[config.mk]
export PLATFORM = sky130hd
export DESIGN_NAME = update_q_value_flat
export DESIGN_NICKNAME = d
export VERILOG_FILES = /design/src/rtl/update_q_value_if.sv /design/src/rtl/update_q_value.sv /design/src/flat_wrapper.sv
export SDC_FILE = /design/constraint.sdc
export NUM_CORES = 1
export LEC_CHECK = 0
export BUFFER_PORTS_ARGS = -buffer_cell sky130_fd_sc_hd__clkbuf_2
export CAP_MARGIN = 20
export CORE_MARGIN = 1
export CORE_UTILIZATION = 45
export DETAILED_ROUTE_END_ITERATION = 16
export PLACE_DENSITY = 0.65
export SYNTH_ARGS = -nofsm -noshare
export SYNTH_HDL_FRONTEND = slang
export SYNTH_SLANG_ARGS = --single-unit
[constraint.sdc]
create_clock -name clock -period 4.9 [get_ports clock]
set_input_delay 0.98 -clock clock [delete_from_list [all_inputs] [get_ports clock]]
set_output_delay 0.98 -clock clock [all_outputs]
set_load 0.02 [all_outputs]
[src/rtl/update_q_value_if.sv]
// Request/memory bus between a Q-table update stage and its controller/memory.
// The master side issues requests and serves memory reads; the slave side is the update stage.
interface update_q_value_if #(
    parameter int WORD_WIDTH = 16
);
    logic                  start;
    logic [WORD_WIDTH-1:0] nbr_index;
    logic [WORD_WIDTH-1:0] nbr_mybest;
    logic [WORD_WIDTH-1:0] reward;
    logic [WORD_WIDTH-1:0] data_in;
    logic [WORD_WIDTH-1:0] address;
    logic [WORD_WIDTH-1:0] data_out;
    logic                  wr_en;
    logic                  err;
    logic                  done;

    modport master (
        output start, nbr_index, nbr_mybest, reward, data_in,
        input  address, data_out, wr_en, err, done
    );

    modport slave (
        input  start, nbr_index, nbr_mybest, reward, data_in,
        output address, data_out, wr_en, err, done
    );
endinterface

[src/rtl/update_q_value.sv]
// Q-table update stage: Q_new = Q_old + (reward + nbr_mybest - Q_old) >>> ALPHA_SHIFT.
// Define QUPD_SAT_EN to clamp target and Q_new to [0, 16'hFFFE] instead of wrapping.
module update_q_value #(
    parameter int                    WORD_WIDTH   = 16,
    parameter int                    ALPHA_SHIFT  = 2,
    parameter logic [WORD_WIDTH-1:0] NBR_CNT_ADDR = 16'h068A,
    parameter logic [WORD_WIDTH-1:0] QTABLE_BASE  = 16'h01C8
) (
    input logic              clock,
    input logic              nrst,
    update_q_value_if.slave  bus
);
    typedef enum logic [2:0] {IDLE, RD_CNT, RD_Q, CALC, WR, DONE} state_t;

    state_t state, state_next;

    logic [WORD_WIDTH-1:0] idx_q, mybest_q, reward_q, q_old;
    logic [WORD_WIDTH-1:0] idx_next, mybest_next, reward_next, q_old_next;
    logic [WORD_WIDTH-1:0] address_r, address_next, data_out_r, data_out_next;
    logic                  wr_en_r, wr_en_next, err_r, err_next, done_r, done_next;

    logic [WORD_WIDTH-1:0]        target;
    logic signed [WORD_WIDTH+1:0] delta;
    logic [WORD_WIDTH-1:0]        q_new;

`ifdef QUPD_SAT_EN
    // 16'hFFFF is reserved, so the largest legal cost is all-ones minus one
    localparam logic [WORD_WIDTH-1:0] Q_MAX = {{(WORD_WIDTH-1){1'b1}}, 1'b0};
    logic [WORD_WIDTH:0]          target_full;
    logic signed [WORD_WIDTH+2:0] q_sum;
`endif

    always_comb begin
`ifdef QUPD_SAT_EN
        target_full = {1'b0, reward_q} + {1'b0, mybest_q};
        target      = (target_full > {1'b0, Q_MAX}) ? Q_MAX : target_full[WORD_WIDTH-1:0];
`else
        target      = reward_q + mybest_q;
`endif
        delta = $signed({2'b00, target}) - $signed({2'b00, q_old});
`ifdef QUPD_SAT_EN
        q_sum = $signed({3'b000, q_old}) + (WORD_WIDTH+3)'(delta >>> ALPHA_SHIFT);
        if (q_sum < 0)
            q_new = '0;
        else if (q_sum > $signed({3'b000, Q_MAX}))
            q_new = Q_MAX;
        else
            q_new = q_sum[WORD_WIDTH-1:0];
`else
        q_new = q_old + WORD_WIDTH'(delta >>> ALPHA_SHIFT);
`endif
    end

    always_comb begin
        state_next    = state;
        idx_next      = idx_q;
        mybest_next   = mybest_q;
        reward_next   = reward_q;
        q_old_next    = q_old;
        address_next  = address_r;
        data_out_next = data_out_r;
        wr_en_next    = wr_en_r;
        err_next      = err_r;
        done_next     = done_r;
        case (state)
            IDLE: begin
                if (bus.start) begin
                    idx_next     = bus.nbr_index;
                    mybest_next  = bus.nbr_mybest;
                    reward_next  = bus.reward;
                    address_next = NBR_CNT_ADDR;
                    err_next     = 1'b0;
                    state_next   = RD_CNT;
                end
            end
            RD_CNT: begin
                // A zero neighbour count rejects every index, including 0
                if (idx_q >= bus.data_in) begin
                    err_next   = 1'b1;
                    done_next  = 1'b1;
                    state_next = DONE;
                end else begin
                    address_next = QTABLE_BASE + {idx_q[WORD_WIDTH-2:0], 1'b0};
                    state_next   = RD_Q;
                end
            end
            RD_Q: begin
                q_old_next = bus.data_in;
                state_next = CALC;
            end
            CALC: begin
                data_out_next = q_new;
                wr_en_next    = 1'b1;
                state_next    = WR;
            end
            WR: begin
                wr_en_next = 1'b0;
                done_next  = 1'b1;
                state_next = DONE;
            end
            DONE: begin
                if (!bus.start) begin
                    done_next  = 1'b0;
                    state_next = IDLE;
                end
            end
            default: state_next = IDLE;
        endcase
    end

    always_ff @(posedge clock or negedge nrst) begin
        if (!nrst) begin
            state      <= IDLE;
            idx_q      <= '0;
            mybest_q   <= '0;
            reward_q   <= '0;
            q_old      <= '0;
            address_r  <= NBR_CNT_ADDR;
            data_out_r <= '0;
            wr_en_r    <= 1'b0;
            err_r      <= 1'b0;
            done_r     <= 1'b0;
        end else begin
            state      <= state_next;
            idx_q      <= idx_next;
            mybest_q   <= mybest_next;
            reward_q   <= reward_next;
            q_old      <= q_old_next;
            address_r  <= address_next;
            data_out_r <= data_out_next;
            wr_en_r    <= wr_en_next;
            err_r      <= err_next;
            done_r     <= done_next;
        end
    end

    assign bus.address  = address_r;
    assign bus.data_out = data_out_r;
    assign bus.wr_en    = wr_en_r;
    assign bus.err      = err_r;
    assign bus.done     = done_r;
endmodule

[src/flat_wrapper.sv]
// flat-port wrapper written by rule: the top's interface ports become plain ports
module update_q_value_flat 
#(
    parameter int                    WORD_WIDTH   = 16,
    parameter int                    ALPHA_SHIFT  = 2,
    parameter logic [WORD_WIDTH-1:0] NBR_CNT_ADDR = 16'h068A,
    parameter logic [WORD_WIDTH-1:0] QTABLE_BASE  = 16'h01C8
)
  (clock, nrst, bus_start, bus_nbr_index, bus_nbr_mybest, bus_reward, bus_data_in, bus_address, bus_data_out, bus_wr_en, bus_err, bus_done);
  update_q_value_if #(.WORD_WIDTH(WORD_WIDTH)) bus_i ();
  input logic clock;
  input logic nrst;
  input wire logic [$bits(bus_i.start)-1:0] bus_start;
  input wire logic [$bits(bus_i.nbr_index)-1:0] bus_nbr_index;
  input wire logic [$bits(bus_i.nbr_mybest)-1:0] bus_nbr_mybest;
  input wire logic [$bits(bus_i.reward)-1:0] bus_reward;
  input wire logic [$bits(bus_i.data_in)-1:0] bus_data_in;
  output wire logic [$bits(bus_i.address)-1:0] bus_address;
  output wire logic [$bits(bus_i.data_out)-1:0] bus_data_out;
  output wire logic [$bits(bus_i.wr_en)-1:0] bus_wr_en;
  output wire logic [$bits(bus_i.err)-1:0] bus_err;
  output wire logic [$bits(bus_i.done)-1:0] bus_done;
  assign bus_i.start = bus_start;
  assign bus_i.nbr_index = bus_nbr_index;
  assign bus_i.nbr_mybest = bus_nbr_mybest;
  assign bus_i.reward = bus_reward;
  assign bus_i.data_in = bus_data_in;
  assign bus_address = bus_i.address;
  assign bus_data_out = bus_i.data_out;
  assign bus_wr_en = bus_i.wr_en;
  assign bus_err = bus_i.err;
  assign bus_done = bus_i.done;
  update_q_value #(.WORD_WIDTH(WORD_WIDTH), .ALPHA_SHIFT(ALPHA_SHIFT), .NBR_CNT_ADDR(NBR_CNT_ADDR), .QTABLE_BASE(QTABLE_BASE)) u_core (.clock(clock), .nrst(nrst), .bus(bus_i));
endmodule
# After elaboration in Yosys (flattened, before gate mapping)
# Cells that the tools add are included.
# word_totals
ff_bits,102
word_cells,46
out_inout_bits,35
in_bits,67
# op_classes
addsub,4
magnitude_cmp,1
eq_ne,9
n_mux,13
n_reduce_logical,9
# op_table
op,n
$add 16x16->16,2
$mux 16,2
$pmux 16 s2,1
$pmux 3 s6,1
$sub 16x16->17,1
$add 9x16->16 const A,1
$ge 16x16->1,1
$mux 3,3
$reduce_and 3->1,3
$eq 3x2->1 const B,2
$eq 3x3->1 const B,2
$ne 2x2->1 const B,3
$pmux 1 s2,2
$reduce_and 2->1,2
$reduce_bool 2->1,2
$eq 3x1->1 const B,1
$logic_not 3->1,1
$mux 1,3
$pmux 1 s3,1
$reduce_bool 3->1,1
$ne 2x1->1 const B,1

# Longest topological paths before layout
# Gate-level depths: netlist of run 1.
# logic_depth
depth_word,3
ltp_mapped,26
depth_no_buf,26

# Worst setup path after synthesis of run 1
# No wires, ideal clock.
# synth_path
path_type,register to register
from,register u_core.reward_q[0]
to,"register u_core.data_out_r[15], in the netlist u_core.bus.data_out[15]"
path_buffers,0
required_time_ns,4.765
setup_slack_ns,0.227
period_less_slack_ns,4.673
stages_incl_launch_ff,26
setup_ns,0.135
t_arrival_ns,4.538
path_cell_list,dfrtp_1 ha_1 inv_1 fa_1 nor2b_1 o21a_1 o21ai_0 a21oi_1 o21a_1 nor2_1 xnor2_1 ha_1 and4_1 a221oi_1 o21ai_0 o311a_1 nor3_1 a21oi_1 ha_1 and3_1 a31oi_1 o21ai_0 a31oi_1 xnor2_1 xnor2_1 o21ai_0
# synth_between
elab_chain_cells,3
# synth_lines
element,line,text
start: declaration,update_q_value.sv:17,"logic [WORD_WIDTH-1:0] idx_q, mybest_q, reward_q, q_old;"
start signal: assignment,update_q_value.sv:127,reward_q <= reward_next;
$add 16x16->16,update_q_value.sv:38,target = reward_q + mybest_q;
$sub 16x16->17,update_q_value.sv:40,"delta = $signed({2'b00, target}) - $signed({2'b00, q_old});"
$add 16x16->16,update_q_value.sv:50,q_new = q_old + WORD_WIDTH'(delta >>> ALPHA_SHIFT);
end signal: assignment,update_q_value.sv:130,data_out_r <= data_out_next;
end: declaration,update_q_value.sv:19,"logic [WORD_WIDTH-1:0] address_r, address_next, data_out_r, data_out_next;"
# Every way passes these cells.
# A chain may end at the register's enable or synchronous reset.

# Final worst setup path of run 1
# Ends and elaborated chain as after synthesis.

==> results of run 1 <==
[sequential cells by signal, summed over array words and instances, names as in the netlist]
signal,cells
u_core.bus.address,15
u_core.bus.wr_en,1
u_core.mybest_q,16
u_core.reward_q,16
u_core.q_old,16
u_core.bus.err,1
u_core.bus.done,1
u_core.bus.data_out,16
u_core.state,3
u_core.idx_q,16
[stage by stage]
stage	hold slack [ps]	instances	TNS [ps]	setup WS, ps	utilization [%]
after floorplan	450	718	0	227	-
after global placement	467	984	0	19.5	52.3
after detailed placement	471	985	-215	-115	52.5
after CTS	487	1001	0	18.3	54.5
after global routing	510	1002	-128	-52.1	55.4
final	480	1002	0	187	55.4
[critical path, delay by kind of cell (launching register included)]
family	cells	cell delay [ps]
DFF	1	410
and+or+nand+nor	5	690
adders and majority gates	4	990
xor gates and xnor gates	3	430
buffers and inverters	1	70
AOI/OAI and AO/OA	12	1970
[layout make-up]
class / count / area, um^2 / share of cell area (%)
clock inverter: 5 / 36.3 / 0.487
sequential: 101 / 2530 / 34.0
tap: 176 / 220 / 2.95
multi-input combinational: 553 / 3660 / 49.1
inverter: 44 / 165 / 2.22
clock buffer: 11 / 233 / 3.12
timing repair buffer: 112 / 606 / 8.12
[repair_timing]
item	in CTS	in global routing
pin swaps	0	10
gates resized for setup	5	24
endpoints found under the setup margin	2	6
setup buffers	0	1
endpoints found under the hold margin	0	0
[routing by layer]
metal  track usage [%]  up-vias
met3              3.25       16
met4              8.10        0
met2              33.7       85
li1                  -     2631
met5                 0        -
met1              28.8     2459
[worst min-delay path by stage]
stage | to | cells after the start | slack [ps]
after floorplan | u_core.idx_q[15] | 2 | 450
after global placement | u_core.mybest_q[5] | 2 | 470
after detailed placement | u_core.mybest_q[14] | 2 | 470
after CTS | u_core.mybest_q[14] | 2 | 490
after global routing | u_core.reward_q[9] | 2 | 510
final | u_core.mybest_q[14] | 2 | 480
[cell usage in the layout (no fill, tap or decap), drive strengths merged, types with 3 or more instances in the layout]
master,count
nand2,204
clkbuf,110
dfrtp,96
ha,64
o21ai,52
inv,44
a21oi,36
xnor2,31
nor2,20
xor2,20
mux2i,15
a21o,14
buf,13
nor3,10
nand2b,8
nor2b,8
nand3,8
o21bai,5
o21a,5
dfstp,5
and3,5
a31oi,5
a211oi,5
nand4,3
o211ai,3
mux2,3
clkinvlp,3
[logic make-up after synthesis]
kind of cell | after synthesis
other | 1
xor gates and xnor gates | 51
muxes | 18
AOI/OAI and AO/OA | 145
DFF | 101
adders and majority gates | 66
and+or+nand+nor | 272
buffers and inverters | 64
==> results.cfg, run 1 <==
[detailed_routing]
drc_errors = 0
wl_met3_um = 440
wl_met2_um = 6880
vias = 5191
ant_nets = 0
first_pass_iters = 4
wirelength_um = 14500
viasPerCell = 5.18
wl_per_cell_um = 14.5
highest_layer = met4
drtIter0Drc = 242
wl_met1_um = 6890

[synthesis]
yosysUniqueCellTypes = 55
syn_area_mm2 = 0.00631
synth_seq_cells = 101
syn_nets = 851
synth_area_leaders = dfrtp_1, ha_1, nand2_1
synth_top_area_cell = dfrtp_1
yosys-top-cells-count = nand2_1, dfrtp_1, ha_1
async_reset_ff_share_pct = 100
synthXorXnorAreaFrac_pct = 7.07
synth.most_common_cell = nand2_1
yosys.area_share.adder_pct = 13.3
synth-compound-area-share_pct = 14.6
muxShareOfSynthArea_pct = 2.91
yosys_warnings = 0
synth_edf_count = 0
netlist.area_leader.share_pct = 38.0
synth_simple_gate_area_share_pct = 18.0
synth_top_family_by_area = simple AND/OR/NAND/NOR gates
synth_ff_type = dfrtp_1
synth-seq-area-share_pct = 40.1
synthesis.instances = 718
avgSynthCellArea_um2 = 8.79

[finish]
fill_cells = 1286
final_layout_size_suffix_gt1_share_pct = 20.0
diodes = 0
synthToLayoutAreaGrowth_pct = 18.0
fin_area_mm2 = 0.00745
num-nets-final = 954

[sta]
setup_viol_count_final = 0
fmax_mhz = 212
max-slew-margin-rel_pct = 34.2
rsz0062_at_grt = true
fin_crit_ps = 4710
hold_viol = 0
finalCritPeriodShare_pct = 96.2
fin_worst_skew_ps = 10.3
slew_viol_final = 0
worst_pin_slew_ps = 988

[die]
die_area_mm2 = 0.0145
io-pin-count = 102
core_mm2 = 0.0135
die_w_um = 120
initial_core_util_pct = 46.9
num_rows = 42
die_h_um = 120

[worst_setup_path]
critPathCaptureType = flip-flop
cp-endpoint = u_core.bus.data_out[15]
max_stage_delay_ps = 410
critPathArrivalTime_ps = 4910
crit_slowest_cell = dfrtp_1
crit_top_cell = xnor2_1
path_max_fanout = 3
ff2ff_path_depth = 25
r2r-end = u_core.bus.data_out[15]
crit_start = u_core.reward_q[0]
critical_path_required_ps = 5090
rrSetupSlack_ps = 190
r2r-start = u_core.reward_q[0]
crit_type = reg2reg
worstSetupStartpointType = flip-flop

[global_route]
grt_pass1_wl_um = 24300
first_global_vias = 5105
grt_usage_pct = 21.1
grt-ovfl-total = 0
antenna_found_initial = 0
grt_max_degree = 74

[placement]
portBuffers = 100
finalWeightedCongestion = 0.826
dpl_cell_area_mm2 = 0.00706
hpwl_um = 11100

[clocking]
clock_path_buffers = 2
htree_levels = 3
cts_tree = built
cts-root-buf = clkbuf_16
cts_hold_buf = 0
clock_latency_ps = 350
clk_pin_slew_ps = 70
cts_buffers = 9
cts.sinks = 101

[flow_run]
timing.max_cap.violations = 0

[worst_hold_path]
min_path_type = reg2reg
worstHoldStart = u_core.mybest_q[14]

[outcome]
status = finished, final reports clean
Power of run 1 is left out: the tool's default activity adds up to more than one toggle a clock period on the data nets, which glitch-free logic cannot reach.
==> run 2: changes to the inputs <==
PLACE_DENSITY = 0.68   (was 0.65)
SLEW_MARGIN = 25   (was not set)
==> run 2 against run 1 <==
Against the previous run:
- hold slack got worse by 1.8 ps
- clock skew decreased by 0.60 ps
- via count increased by 1.1%
==> results.cfg, run 2 (synthesis gave the netlist of run 1 again) <==
[outcome]
status = finished, final reports clean

[sta]
setup_slack_ps = 195
fmax_mhz = 213
slew_viol_final = 0
setup_viol_count_final = 0
finalCritPeriodShare_pct = 96.0
fin_worst_skew_ps = 9.72
hold_ws_ps = 478
max-slew-margin-rel_pct = 34.1
fin_crit_ps = 4700
worst_pin_slew_ps = 988
hold_viol = 0
rsz0062_at_grt = true

[finish]
mostFrequentLayoutCell = nand2_1
fill_cells = 1256
finalCoreUtilization_pct = 55.8
diodes = 0
multi_input_area_mm2 = 0.00368
mostFrequentLayoutCells = nand2_1, clkbuf_2, dfrtp_1, ha_1, o21ai_0
final_layout_size_suffix_gt1_share_pct = 20.5
num-nets-final = 954
synthToLayoutAreaGrowth_pct = 18.9
seqCellArea_mm2 = 0.00253
fin_area_mm2 = 0.00751

[worst_hold_path]
holdPathEnd = u_core.bus.data_out[9]
worstHoldStart = u_core.bus.data_out[9]
min_path_type = reg2reg
holdPathStages = 2

[clocking]
htree_levels = 3
clk_pin_slew_ps = 70
cts.sinks = 101
cts_tree = built
clock_path_buffers = 2
cts-root-buf = clkbuf_16
cts_buffers = 9
clock_latency_ps = 360

[global_route]
antenna_found_initial = 0
grt-ovfl-total = 0
grt_max_degree = 61
first_global_vias = 5156
grt_pass1_wl_um = 23900
grt_usage_pct = 20.8

[detailed_routing]
wirelength_um = 14600
wl_per_cell_um = 14.6
ant_nets = 0
drc_errors = 0
viasPerCell = 5.24
first_pass_iters = 4
drtIter0Drc = 260
vias = 5248

[die]
core_mm2 = 0.0135
num_rows = 42
io-pin-count = 102
die_h_um = 120
die_w_um = 120
initial_core_util_pct = 46.9
die_area_mm2 = 0.0145

[placement]
portBuffers = 100
hpwl_um = 11200
post-place-ws_ps = -135
finalWeightedCongestion = 0.852
dpl_cell_area_mm2 = 0.00704

[worst_setup_path]
crit_type = reg2reg
rrSetupSlack_ps = 200
max_stage_delay_ps = 410
r2r-end = u_core.bus.data_out[14]
critPathCaptureType = flip-flop
crit_slowest_cell = dfrtp_1
critPathArrivalTime_ps = 4960
r2r-start = u_core.mybest_q[0]
crit_chain = ha_4 -> inv_1 -> fa_2 -> nor2b_1 -> o21a_1 -> o21ai_2 -> a21oi_2 -> o21a_1 -> nor2_1 -> xnor2_1 -> ha_1 -> and4_4 -> a221oi_4 -> o21ai_2 -> buf_4 -> a21oi_1 -> xnor2_1 -> ha_2 -> a21oi_2 -> o21ai_0 -> a21oi_1 -> a311oi_2 -> o21a_1 -> o31ai_1
critical_path_required_ps = 5150
path_max_fanout = 5
crit_top_cell = o21a_1
worstSetupStartpointType = flip-flop
ff2ff_path_depth = 24

[flow_run]
timing.max_cap.violations = 0
## run 2: how the worst max path moves through the flow
stage / from / to
global placement: u_core.reward_q[0] / u_core.bus.data_out[15]
global route: u_core.reward_q[0] / u_core.bus.data_out[15]
detailed placement: u_core.reward_q[0] / u_core.bus.data_out[15]
floorplan: u_core.reward_q[0] / u_core.bus.data_out[15]
CTS: u_core.reward_q[0] / u_core.bus.data_out[15]
finish: u_core.mybest_q[0] / u_core.bus.data_out[14]
## run 2: layout make-up
cell class	instances	share of cell area, %
Tap cell	176	2.93
Clock inverter	7	1.08
Multi-Input combinational cell	553	49.0
Sequential cell	101	33.7
Timing Repair Buffer	112	8.06
Clock buffer	9	3.00
Inverter	44	2.20
## run 2: timing repair
item | CTS | global route
pin swaps | 0 | 4
hold buffers | 0 | 0
setup endpoints to repair | 2 | 6
setup buffers | 0 | 3
resized for setup | 3 | 28
## run 2: worst max-delay path: cells and delay by family, from the launching register on
| family | cells | cell delay, ps |
|---|---|---|
| adder cells (fa/ha/maj) | 4 | 1160 |
| XOR/XNOR | 2 | 260 |
| buffers and inverters | 2 | 200 |
| AO/OA/AOI/OAI | 13 | 2130 |
| flip-flops | 1 | 410 |
| AND/OR/NAND/NOR | 3 | 420 |
## run 2: metal layers
| metal | track usage [%] | wire length (um) | vias up |
|---|---|---|---|
| met2 | 34.4 | 7010 | 115 |
| met1 | 27.3 | 6700 | 2471 |
| met5 | 0 | 0 | - |
| met4 | 7.10 | 274 | 0 |
| li1 | - | - | 2642 |
| met3 | 4.06 | 602 | 20 |
## run 2: stage by stage
stage,cells,TNS (ps)
final,1002,0
after detailed placement,983,-203
after global routing,1002,-169
after CTS,999,0
after global placement,982,0
after floorplan,718,0
Power of run 2 is left out for the same reason.
==> run 3: changes to the inputs <==
REMOVE_ABC_BUFFERS = 1   (was not set)
==> run 3 against run 2 <==
Against the previous run:
- register-to-register slack about the same
- clock skew decreased by 1.6 ps
- hold slack improved by 2.2 ps
- critical path depth decreased by 1
- cell count unchanged
==> results.cfg, run 3 (synthesis gave the netlist of run 1 again) <==
[outcome]
status = finished, final reports clean

[die]
initial_core_util_pct = 46.9
io-pin-count = 102
die_w_um = 120
num_rows = 42
core_mm2 = 0.0135
die_area_mm2 = 0.0145
die_h_um = 120

[clocking]
clock_path_buffers = 2
htree_levels = 3
cts-root-buf = clkbuf_16
clk_pin_slew_ps = 70
cts.sinks = 101
cts_tree = built
cts_hold_buf = 0
clock_latency_ps = 350
cts_buffers = 9

[finish]
final_layout_size_suffix_gt1_share_pct = 20.0
num-nets-final = 954
fill_cells = 1258
finalCoreUtilization_pct = 55.8
synthToLayoutAreaGrowth_pct = 18.9
mostFrequentLayoutCells = nand2_1, clkbuf_2, dfrtp_1, ha_1, o21ai_0
mostFrequentLayoutCell = nand2_1
seqCellArea_mm2 = 0.00253
multi_input_area_mm2 = 0.00365
diodes = 0

[sta]
fin_crit_ps = 4710
setup_viol_count_final = 0
rsz0062_at_grt = true
finalCritPeriodShare_pct = 96.2
slew_viol_final = 0
fin_setup_tns_ps = 0
hold_viol = 0
fmax_mhz = 212
worst_pin_slew_ps = 1020
hold_ws_ps = 480
fin_worst_skew_ps = 8.11
max-slew-margin-rel_pct = 32.0

[worst_setup_path]
cp-endpoint = u_core.bus.data_out[15]
crit_chain = ha_1 -> a211oi_2 -> o21bai_1 -> a2111o_1 -> nand4_1 -> nand2_1 -> xor2_1 -> ha_1 -> a21oi_1 -> o21bai_1 -> a221oi_4 -> o21ai_2 -> o311a_1 -> nor3_2 -> a21oi_1 -> ha_1 -> and3_4 -> a31oi_1 -> o21ai_1 -> a31oi_1 -> xnor2_1 -> xnor2_1 -> o21ai_1
ff2ff_path_depth = 23
crit_type = reg2reg
crit_start = u_core.reward_q[1]
r2r-start = u_core.reward_q[1]
critical_path_required_ps = 5100
worstSetupStartpointType = flip-flop
path_max_fanout = 3
critPathCaptureType = flip-flop
max_stage_delay_ps = 410
r2r-end = u_core.bus.data_out[15]
critPathArrivalTime_ps = 4910
crit_top_cell = ha_1
rrSetupSlack_ps = 190
crit_slowest_cell = a2111o_1

[placement]
hpwl_um = 11100
finalWeightedCongestion = 0.893
portBuffers = 100

[detailed_routing]
drtIter0Drc = 242
drc_errors = 0
wirelength_um = 14700
ant_nets = 0
viasPerCell = 5.23
wl_per_cell_um = 14.6
first_pass_iters = 4
vias = 5240

[global_route]
grt_usage_pct = 21.4
antenna_found_initial = 0
grt-ovfl-total = 0
first_global_vias = 5324
grt_pass1_wl_um = 24800
grt_max_degree = 62

[worst_hold_path]
min_path_type = reg2reg
holdPathStages = 2

[flow_run]
timing.max_cap.violations = 0
## run 3: repair_timing
| action | 4_1_cts | 5_1_grt |
|---|---|---|
| endpoints found under the hold margin | 0 | 0 |
| pin swaps | 0 | 10 |
| resized for setup | 5 | 26 |
| setup endpoints to repair | 2 | 6 |
| buffers inserted | 0 | 2 |
## run 3: how the worst min path moves through the flow
stage | start | end | slack, ps
floorplan | u_core.idx_q[15] | u_core.idx_q[15] | 450
global placement | u_core.mybest_q[7] | u_core.mybest_q[7] | 460
detailed placement | u_core.mybest_q[12] | u_core.mybest_q[12] | 470
CTS | u_core.mybest_q[12] | u_core.mybest_q[12] | 480
global route | u_core.mybest_q[12] | u_core.mybest_q[12] | 500
finish | u_core.bus.data_out[8] | u_core.bus.data_out[8] | 480
## run 3: final cells by class
class                      count  area share [%]
timing repair buffer         112            8.33
multi-input combinational    553            48.6
clock inverter                 3           0.566
tap                          176            2.93
inverter                      44            2.20
clock buffer                  13            3.60
sequential                   101            33.7
## run 3: per-stage QoR
step                      instance area (um^2)  setup WS [ps]  instances
after floorplan                           6230            210        698
after global placement                    7020           18.8        982
after detailed placement                  7070           -212        984
after CTS                                 7390           18.8       1000
after global routing                      7510           -152       1002
final                                     7510            188       1002
## run 3: worst max-delay path: cells and delay by family, from the launching register on
kind / cells / cell delay, ps
simple gates: 4 / 530
compound gates: 13 / 2240
xor+xnor: 3 / 430
flops: 1 / 390
fa+ha+maj: 3 / 960
## run 3: metal layers
metal,track usage (%),up-vias,share of wire [%]
li1,-,2632,-
met1,27.2,2481,45
met2,37.0,99,48
met3,2.41,28,2.8
met4,9.34,0,3.3
met5,0,-,0
Power of run 3 is left out for the same reason.
